[config.mk]
export PLATFORM = sky130hd
export DESIGN_NAME = tree_loader
export DESIGN_NICKNAME = d
export VERILOG_FILES = /design/src/rtl/tree_pkg.sv /design/src/rtl/tree_loader_fifo.sv /design/src/rtl/tree_loader.sv
export SDC_FILE = /design/constraint.sdc
export NUM_CORES = 1
export LEC_CHECK = 0
export ABC_AREA = 1
export CAP_MARGIN = 10
export CORE_MARGIN = 2
export CORE_UTILIZATION = 40
export DETAILED_ROUTE_END_ITERATION = 7
export PLACE_DENSITY_LB_ADDON = 0.1
export SYNTH_ARGS = -nofsm -noshare
export SYNTH_HDL_FRONTEND = slang
export SYNTH_SLANG_ARGS = --single-unit
[constraint.sdc]
create_clock -name clk -period 3 [get_ports clk]
set_input_delay 0.3 -clock clk [delete_from_list [all_inputs] [get_ports clk]]
set_output_delay 0.3 -clock clk [all_outputs]
set_load 0.01 [all_outputs]
[src/rtl/tree_pkg.sv]
// rtl/tree_pkg.sv - shared tree node record layout and loader FSM encoding
// Shared by tree_loader and the tree evaluator.
// Node record: {parent[31:22], action[21:19], strat[18], reward[17:8], weight[7:0]}
package tree_pkg;

    localparam int NODE_SIZE = 32;
    localparam int W_ADDR    = 10;
    localparam int W_ACTION  = 3;
    localparam int W_STRAT   = 1;
    localparam int W_REWARD  = 10;
    localparam int W_WEIGHT  = 8;

    localparam int PARENT_LSB = 22;
    localparam int ACTION_LSB = 19;
    localparam int STRAT_LSB  = 18;
    localparam int REWARD_LSB = 8;
    localparam int WEIGHT_LSB = 0;

    typedef enum logic [2:0] {
        IDLE,
        CONF,
        PAR,
        ACT,
        REW,
        WGT,
        FIN
    } tree_state_t;

endpackage

[src/rtl/tree_loader_fifo.sv]
// rtl/tree_loader_fifo.sv - synchronous node-record FIFO with registered full/empty
// Ports: clk, rst (async, active-high, flushes), push/wdata, pop/rdata (head,
// valid while !empty), full, empty. DEPTH must be a power of 2.
module tree_loader_fifo #(
    parameter int WIDTH = 32,
    parameter int DEPTH = 4
) (
    input  logic             clk,
    input  logic             rst,
    input  logic             push,
    input  logic [WIDTH-1:0] wdata,
    input  logic             pop,
    output logic [WIDTH-1:0] rdata,
    output logic             full,
    output logic             empty
);

    localparam int AW = (DEPTH > 1) ? $clog2(DEPTH) : 1;
    localparam logic [AW:0] FULL_LEVEL = (AW + 1)'(DEPTH);

    logic [WIDTH-1:0] mem [DEPTH];
    logic [AW-1:0]    wptr;
    logic [AW-1:0]    rptr;
    logic [AW:0]      level;
    logic [AW:0]      level_n;
    logic             do_push;
    logic             do_pop;

    assign do_push = push && !full;
    assign do_pop  = pop && !empty;
    assign rdata   = mem[rptr];

    always_comb begin
        level_n = level;
        if (do_push && !do_pop) begin
            level_n = level + 1'b1;
        end else if (!do_push && do_pop) begin
            level_n = level - 1'b1;
        end
    end

    always_ff @(posedge clk or posedge rst) begin
        if (rst) begin
            wptr  <= '0;
            rptr  <= '0;
            level <= '0;
            full  <= 1'b0;
            empty <= 1'b1;
        end else begin
            if (do_push) begin
                wptr <= wptr + 1'b1;
            end
            if (do_pop) begin
                rptr <= rptr + 1'b1;
            end
            level <= level_n;
            full  <= (level_n == FULL_LEVEL);
            empty <= (level_n == '0);
        end
    end

    // Storage needs no reset: the pointers define what is valid.
    always_ff @(posedge clk) begin
        if (do_push) begin
            mem[wptr] <= wdata;
        end
    end

endmodule

[src/rtl/tree_loader.sv]
// rtl/tree_loader.sv - serialises tree config and node records into evaluator sideband writes
// Ports: cfg_valid/cfg_ready/cfg_count (tree size handshake), node_valid/
// node_ready/node_data (record stream), conf_nodes/conf_data, mem_par/mem_act/
// mem_rew/mem_weight with mem_addr/mem_data (field writes), busy, done, cfg_err.
// Optional TREE_LOADER_CKSUM_EN adds cksum[15:0] over accepted records.
module tree_loader #(
    parameter int FIFO_DEPTH = 4,
    parameter int W_ADDR     = tree_pkg::W_ADDR,
    parameter int NODE_SIZE  = tree_pkg::NODE_SIZE
) (
    input  logic                 clk,
    input  logic                 rst,
    input  logic                 cfg_valid,
    output logic                 cfg_ready,
    input  logic [W_ADDR-1:0]    cfg_count,
    input  logic                 node_valid,
    output logic                 node_ready,
    input  logic [NODE_SIZE-1:0] node_data,
    output logic                 conf_nodes,
    output logic [W_ADDR-1:0]    conf_data,
    output logic                 mem_par,
    output logic                 mem_act,
    output logic                 mem_rew,
    output logic                 mem_weight,
    output logic [W_ADDR-1:0]    mem_addr,
    output logic [W_ADDR-1:0]    mem_data,
    output logic                 busy,
    output logic                 done,
    output logic                 cfg_err
`ifdef TREE_LOADER_CKSUM_EN
    ,
    output logic [15:0]          cksum
`endif
);

    import tree_pkg::*;

    tree_state_t          state;
    tree_state_t          state_n;
    logic [W_ADDR-1:0]    count;
    logic [W_ADDR-1:0]    widx;
    logic [W_ADDR-1:0]    accept_cnt;
    logic                 conf_sent;
    logic                 fifo_full;
    logic                 fifo_empty;
    logic                 push;
    logic                 pop;
    logic                 cfg_fire;
    logic                 last_node;
    logic [NODE_SIZE-1:0] head;

    logic                 conf_nodes_n;
    logic [W_ADDR-1:0]    conf_data_n;
    logic                 mem_par_n;
    logic                 mem_act_n;
    logic                 mem_rew_n;
    logic                 mem_weight_n;
    logic [W_ADDR-1:0]    mem_addr_n;
    logic [W_ADDR-1:0]    mem_data_n;
    logic                 done_n;
    logic                 cfg_err_n;

    assign cfg_ready  = (state == IDLE);
    // Built only from registered state, so a full FIFO blocks pushes even in its pop cycle.
    assign node_ready = (state != IDLE) && !fifo_full && (accept_cnt < count);
    assign push       = node_valid && node_ready;
    assign pop        = (state == WGT);
    assign cfg_fire   = cfg_valid && (state == IDLE) && (cfg_count >= W_ADDR'(2));
    assign last_node  = (widx == count - 1'b1);

    tree_loader_fifo #(
        .WIDTH (NODE_SIZE),
        .DEPTH (FIFO_DEPTH)
    ) u_fifo (
        .clk   (clk),
        .rst   (rst),
        .push  (push),
        .wdata (node_data),
        .pop   (pop),
        .rdata (head),
        .full  (fifo_full),
        .empty (fifo_empty)
    );

    always_comb begin
        state_n      = state;
        conf_nodes_n = 1'b0;
        conf_data_n  = conf_data;
        mem_par_n    = 1'b0;
        mem_act_n    = 1'b0;
        mem_rew_n    = 1'b0;
        mem_weight_n = 1'b0;
        mem_addr_n   = mem_addr;
        mem_data_n   = '0;
        done_n       = 1'b0;
        cfg_err_n    = 1'b0;
        case (state)
            IDLE: begin
                cfg_err_n = cfg_valid && !cfg_fire;
                if (cfg_fire) begin
                    state_n = CONF;
                end
            end
            CONF: begin
                conf_nodes_n = !conf_sent;
                conf_data_n  = count;
                // A record landing this cycle lets PAR start without a bubble.
                if (!fifo_empty || push) begin
                    state_n = PAR;
                end
            end
            PAR: begin
                // Empty FIFO here is the hold sub-state: no strobe, wait for data.
                if (!fifo_empty) begin
                    mem_par_n  = 1'b1;
                    mem_addr_n = widx;
                    mem_data_n = head[PARENT_LSB +: W_ADDR];
                    state_n    = ACT;
                end
            end
            ACT: begin
                mem_act_n                        = 1'b1;
                mem_addr_n                       = widx;
                mem_data_n[W_ACTION-1:0]         = head[ACTION_LSB +: W_ACTION];
                mem_data_n[W_ACTION +: W_STRAT]  = head[STRAT_LSB +: W_STRAT];
                state_n                          = REW;
            end
            REW: begin
                mem_rew_n                 = 1'b1;
                mem_addr_n                = widx;
                mem_data_n[W_REWARD-1:0]  = head[REWARD_LSB +: W_REWARD];
                state_n                   = WGT;
            end
            WGT: begin
                mem_weight_n              = 1'b1;
                mem_addr_n                = widx;
                mem_data_n[W_WEIGHT-1:0]  = head[WEIGHT_LSB +: W_WEIGHT];
                state_n                   = last_node ? FIN : PAR;
            end
            FIN: begin
                done_n  = 1'b1;
                state_n = IDLE;
            end
            default: begin
                state_n = IDLE;
            end
        endcase
    end

    always_ff @(posedge clk or posedge rst) begin
        if (rst) begin
            state      <= IDLE;
            count      <= '0;
            widx       <= '0;
            accept_cnt <= '0;
            conf_sent  <= 1'b0;
            conf_nodes <= 1'b0;
            conf_data  <= '0;
            mem_par    <= 1'b0;
            mem_act    <= 1'b0;
            mem_rew    <= 1'b0;
            mem_weight <= 1'b0;
            mem_addr   <= '0;
            mem_data   <= '0;
            busy       <= 1'b0;
            done       <= 1'b0;
            cfg_err    <= 1'b0;
        end else begin
            state     <= state_n;
            conf_sent <= (state == CONF);
            if (cfg_fire) begin
                count      <= cfg_count;
                widx       <= '0;
                accept_cnt <= '0;
            end else begin
                if (push) begin
                    accept_cnt <= accept_cnt + 1'b1;
                end
                if (pop) begin
                    widx <= widx + 1'b1;
                end
            end
            conf_nodes <= conf_nodes_n;
            conf_data  <= conf_data_n;
            mem_par    <= mem_par_n;
            mem_act    <= mem_act_n;
            mem_rew    <= mem_rew_n;
            mem_weight <= mem_weight_n;
            mem_addr   <= mem_addr_n;
            mem_data   <= mem_data_n;
            busy       <= (state_n != IDLE);
            done       <= done_n;
            cfg_err    <= cfg_err_n;
        end
    end

`ifdef TREE_LOADER_CKSUM_EN
    always_ff @(posedge clk or posedge rst) begin
        if (rst) begin
            cksum <= '0;
        end else if (cfg_fire) begin
            cksum <= '0;
        end else if (push) begin
            cksum <= cksum + (node_data[31:16] ^ node_data[15:0]);
        end
    end
`endif

endmodule

## Word level (Yosys, flattened, before mapping)

Memory sizes are Yosys's and may differ from the RTL's.
Index checks and enable logic that the tools add are counted.

| operators by class | value |
|---|---|
| add/subtract/negate cells | 7 |
| mux-type cells | 27 |
| reductions and logical operators | 26 |
| equal/unequal tests | 9 |
| $lt $le $gt $ge | 2 |

Operators with widths:

| kind | count |
|---|---|
| 10-bit 2-to-1 mux | 6 |
| 10-bit by 1-bit adder with 10-bit output (second input constant) | 2 |
| 10-bit case mux with 2 select lines | 1 |
| 3-bit 2-to-1 mux | 6 |
| 3-bit case mux with 6 select lines | 1 |
| 4-bit case mux with 4 select lines | 1 |
| 3-bit == test (second input constant) | 4 |
| 4-bit case mux with 3 select lines | 1 |
| 10-bit == test | 1 |
| 10-bit by 2-bit greater-or-equal comparator with 1-bit output (second input constant) | 1 |
| 1-bit logical AND | 10 |
| 10-bit less-than comparator | 1 |
| 1-bit 2-to-1 mux | 10 |
| 10-bit by 1-bit subtractor with 10-bit output (second input constant) | 1 |
| 3-bit by 2-bit == test with 1-bit output (second input constant) | 2 |
| 1-bit zero test | 6 |
| 3-bit zero test | 2 |
| 2-bit nonzero test | 3 |
| 3-bit nonzero test | 2 |
| 2-bit by 1-bit adder with 2-bit output (second input constant) | 2 |
| 2-bit case mux with 2 select lines | 1 |
| 3-bit by 1-bit adder with 3-bit output (second input constant) | 1 |
| 3-bit by 1-bit == test with 1-bit output (second input constant) | 1 |
| 3-bit OR reduction | 1 |
| other kinds (4) | 4 |

| word-level totals | value |
|---|---|
| memory bits (writable) | 128 |
| input bits | 46 |
| bits in registers | 81 |
| output and inout port bits | 40 |
| memories | 1 |

Memories:

| name | words | bits a word | rd ports | clocked after memory_dff | write ports | RTL line | RTL |
|---|---|---|---|---|---|---|---|
| u_fifo.mem | 4 | 32 | 1 | 0 | 1 | tree_loader_fifo.sv:21 | `logic [WIDTH-1:0] mem [DEPTH];` |

## Depth between registers and ports, before layout

| logic depth | value |
|---|---|
| depth after elaboration | 10 |
| mapped depth | 15 |
| gate-level depth less buffers | 15 |

## By module

Synthesis repeated with hierarchy kept, for this count alone.

| second synthesis, totals | value |
|---|---|
| cell total of the unflattened synthesis | 857 |
| area total of the unflattened synthesis | 9108.7 sq um |

By module, submodules not included:

| module | cells each | sequential area each (sq um) | instances | area each (sq um) |
|---|---|---|---|---|
| tree_loader_fifo | 391 | 4070.2 | 1 | 5343.9 |
| tree_loader | 466 | 1801.7 | 1 | 3764.9 |

## Least setup slack after synthesis

OpenSTA, ideal clock, no wires.

| path | value |
|---|---|
| path kind | reg-to-reg |
| from | register count[5] |
| to | memory u_fifo.mem[0][0] (enable) |
| arrival time | 2777 ps |
| stages on the path, launching flop included | 11 |
| setup slack | -198 ps |
| cell sequence | dfrtp_1 > inv_1 > ha_1 > nand2_1 > inv_1 > nand2_1 > nand2_1 > nand2_1 > nand4_4 > buf_6 > nor2_1 |

| on the way | value |
|---|---|
| cells in the longest elaborated chain, start to end | 6 |

Ends and longest elaborated chain:

| element | RTL line | RTL |
|---|---|---|
| start: declaration | tree_loader.sv:40 | `logic [W_ADDR-1:0] count;` |
| start signal: assignment | tree_loader.sv:172 | `count <= cfg_count;` |
| 10-bit less-than comparator | tree_loader.sv:65 | `assign node_ready = (state != IDLE) && !fifo_full && (accept_cnt < count);` |
| 1-bit logical AND | tree_loader.sv:65 |  |
| 1-bit logical AND | tree_loader.sv:66 | `assign push = node_valid && node_ready;` |
| 1-bit logical AND | tree_loader_fifo.sv:29 | `assign do_push = push && !full;` |
| 1-bit 2-to-1 mux | tree_loader_fifo.sv:64 | `if (do_push) begin` |
| 1-bit 2-to-1 mux (not written as such) | tree_loader_fifo.sv:65 | `mem[wptr] <= wdata;` |
| end: declaration | tree_loader_fifo.sv:21 |  |

No other way between the ends.

## Worst setup path in the final report

| path | value |
|---|---|
| from | register count[5] |
| to | output node_ready |

| on the way | value |
|---|---|
| cells in the longest elaborated chain, start to end | 2 |

Ends and longest elaborated chain:

| element | RTL line | RTL |
|---|---|---|
| 10-bit less-than comparator | tree_loader.sv:65 |  |
| 1-bit logical AND | tree_loader.sv:65 |  |
| end: declaration | tree_loader.sv:17 | `output logic node_ready,` |

No other way between the ends.

==> metrics.yaml <==
ys_warn_count: 0
crit_chain: "inv_1 > ha_1 > nand2_1 > inv_1 > nand2_1 > nand2_1 > nand2_1 > inv_1 > nor2_1 > clkdlybuf4s50_1"
antenna_found_initial: 0
n_antenna_cell: 0
die-area_sq_mm: 0.0236
core_sq_mm: 0.0219
cpMaxStageDelayCell: "clkdlybuf4s50_1"
nets: 991
routedWlPerCell_um: 17.5
cp-start-kind: "flip-flop"
tritoncts: "yes"
synth-edff-count: 128
die_w_um: 154
die_h_um: 154
drive_gt1_share_pct: 8.60
pre_cts_ws_ps: 654
num_rows: 54
ys_types: 43
syn-cell-area_sq_mm: 0.00897
slew_viol_final: 0
wl_met3_um: 842
fmax_mhz: 362
grt_pass1_wl_um: 34000
ys_seq_area_share_pct: 65.4
max-slew-margin-rel_pct: 43.9
first_iter_violations: 323
syn_area_per_cell_sq_um: 10.9
cts_buffers: 23
dr.pass1.iters: 5
portBuffers: 85
max_stage_delay_ps: 560
cts_max_path_buffers: 3
design_power_total_uw: 10800
cts_setup_buffers: 0
tightest_slew_ps: 841
holdCritPathClass: "input port to asynchronous set/reset pin"
syn-instance-count: 826
final_cell_mix: "nor2_1 (136), edfxtp_1 (128), nand2_1 (127)"
top_layer: "met4"
cp_data_arrival_time_ps: 2460
cts_max_level: 1
ir_drop_uv: 488
syn2layout_area_growth_pct: 22.1
ant_nets: 0
synth_nets: 892
met2_wirelength_um: 11000
leakage_uw: 0.00441
path_class: "flip-flop to primary output"
clk_latency_ps: 500
cp.required_ps: 2700
cp_common_cell: "nand2_1"
cp-end-kind: "primary output"
synthFlopType: "edfxtp_1"
post-route-period-util_pct: 92.2
path_max_fanout: 4
cts-root-buf: "clkbuf_16"
drt-vias-per-instance: 5.20
grt_use_total_pct: 18.0
status: "complete, no violations"
vias: 6351
numClockSinks: 209
finalCriticalPeriod_ps: 2760
cts.clk_slew.worst_paths_ps: 60
grt_max_degree: 66
whs_ps: 191
postCtsHoldBufs: 0
fin_ws_ps: 235
async_flop_share_pct: 38.8
cts.repair.resized: 0
gp_congestion: 0.870
wl_met1_um: 9220
rsz0062_at_grt: "no"
clock_skew_ps: 8.62
p_per_area_mw_per_mm2: 989
ios: 86
post-dp-hpwl_um: 14200
start_util_pct: 41.0
first_global_vias: 6466
overflow: 0
hold_viol: 0
final_common_cell: "nor2_1"
drt-total-wl_um: 21400
drv_cap: 0
drcViolationCount: 0
yosys_register_bits: 209
setup_viol: 0
-- cells by family (layout without fill, tap and decap cells) --
| logic type | count (synthesis) | in the layout | synth area share [%] |
|---|---|---|---|
| AND/OR/NAND/NOR | 334 | 334 | 15.8 |
| flip-flops | 209 | 209 | 65.4 |
| AO/OA/AOI/OAI | 136 | 136 | 9.12 |
| buffers and inverters | 106 | 222 | 4.76 |
| adder cells (fa/ha/maj) | 20 | 20 | 2.79 |
| XOR/XNOR | 17 | 17 | 1.66 |
| multiplexers | 4 | 4 | 0.460 |
-- routing by layer --
layer | up-vias | GRT usage, %
met5 | - | 0
li1 | 3037 | -
met1 | 3136 | 22.4
met3 | 27 | 2.59
met4 | 0 | 4.06
met2 | 151 | 33.1
-- cell usage after synthesis (5+ instances only) --
cell | instances | area (sq um)
o32ai_1 | 29 | 254
a21oi_1 | 27 | 135
o21ai_0 | 69 | 345
buf_2 | 10 | 50.1
xor2_1 | 10 | 87.6
clkbuf_1 | 18 | 67.6
nand3_1 | 28 | 140
nor2_1 | 140 | 526
nand2_2 | 5 | 31.3
inv_1 | 70 | 263
nor3_1 | 12 | 60.1
xnor2_1 | 7 | 61.3
dfrtp_1 | 80 | 2000
edfxtp_1 | 128 | 3840
inv_2 | 5 | 18.8
nand4_1 | 5 | 31.3
ha_1 | 20 | 250
nand2_1 | 127 | 477
-- final timing paths --
check | start | endpoint | slack, ps | cells past startpoint
max | count[5] | node_ready | 240 | 10
min | rst | count[8] | 190 | 2
max reg2reg | count[5] | u_fifo.mem[1][14] | 660 | 10
min reg2reg | conf_sent | conf_nodes | 410 | 1
max in group asynchronous | rst | conf_data[2] | 2180 | 3
min in group clk | cfg_valid | cfg_err | 360 | 3
-- critical path: cells and delay by family (launching register included) --
kind	cells	cell delay (ps)
buffers and inverters	4	770
AND/OR/NAND/NOR	5	480
adder cells (fa/ha/maj)	1	320
flip-flops	1	400
-- final cells by class --
| cell class | instances | area, sq um |
|---|---|---|
| clock buffers | 34 | 667 |
| repair buffers | 104 | 1060 |
| multi-input cells | 511 | 2680 |
| clock inverters | 8 | 38.8 |
| inverters | 76 | 288 |
| fillers | 2007 | 10900 |
| well taps | 280 | 350 |
| flip-flops and latches | 209 | 5870 |
-- flip-flops by register name, summed over array words and instances (netlist names), 2 cells and up --
register      count
u_fifo.wptr       2
u_fifo.mem      128
count            10
accept_cnt       10
u_fifo.level      3
mem_data         10
u_fifo.rptr       2
mem_addr         10
widx             10
state             3
conf_data        10
-- stage by stage --
step / area, sq um / utilization (%) / cells / setup TNS [ps]
2_1_floorplan: 8970 / - / 826 / -25390
3_3_place_gp: 10300 / 46.8 / 1180 / 0
3_5_place_dp: 10300 / 46.8 / 1180 / 0
4_1_cts: 11000 / 50.1 / 1222 / 0
5_1_grt: 11000 / 50.1 / 1222 / 0
6_report: 11000 / 50.1 / 1222 / 0
-- report_power, final --
part           switching [uW]  internal (uW)  total, uW
registers                 394           3830       4230
logic                    2470           1540       4010
clock network            1070           1530       2600
(Power assumes the default switching activity.)
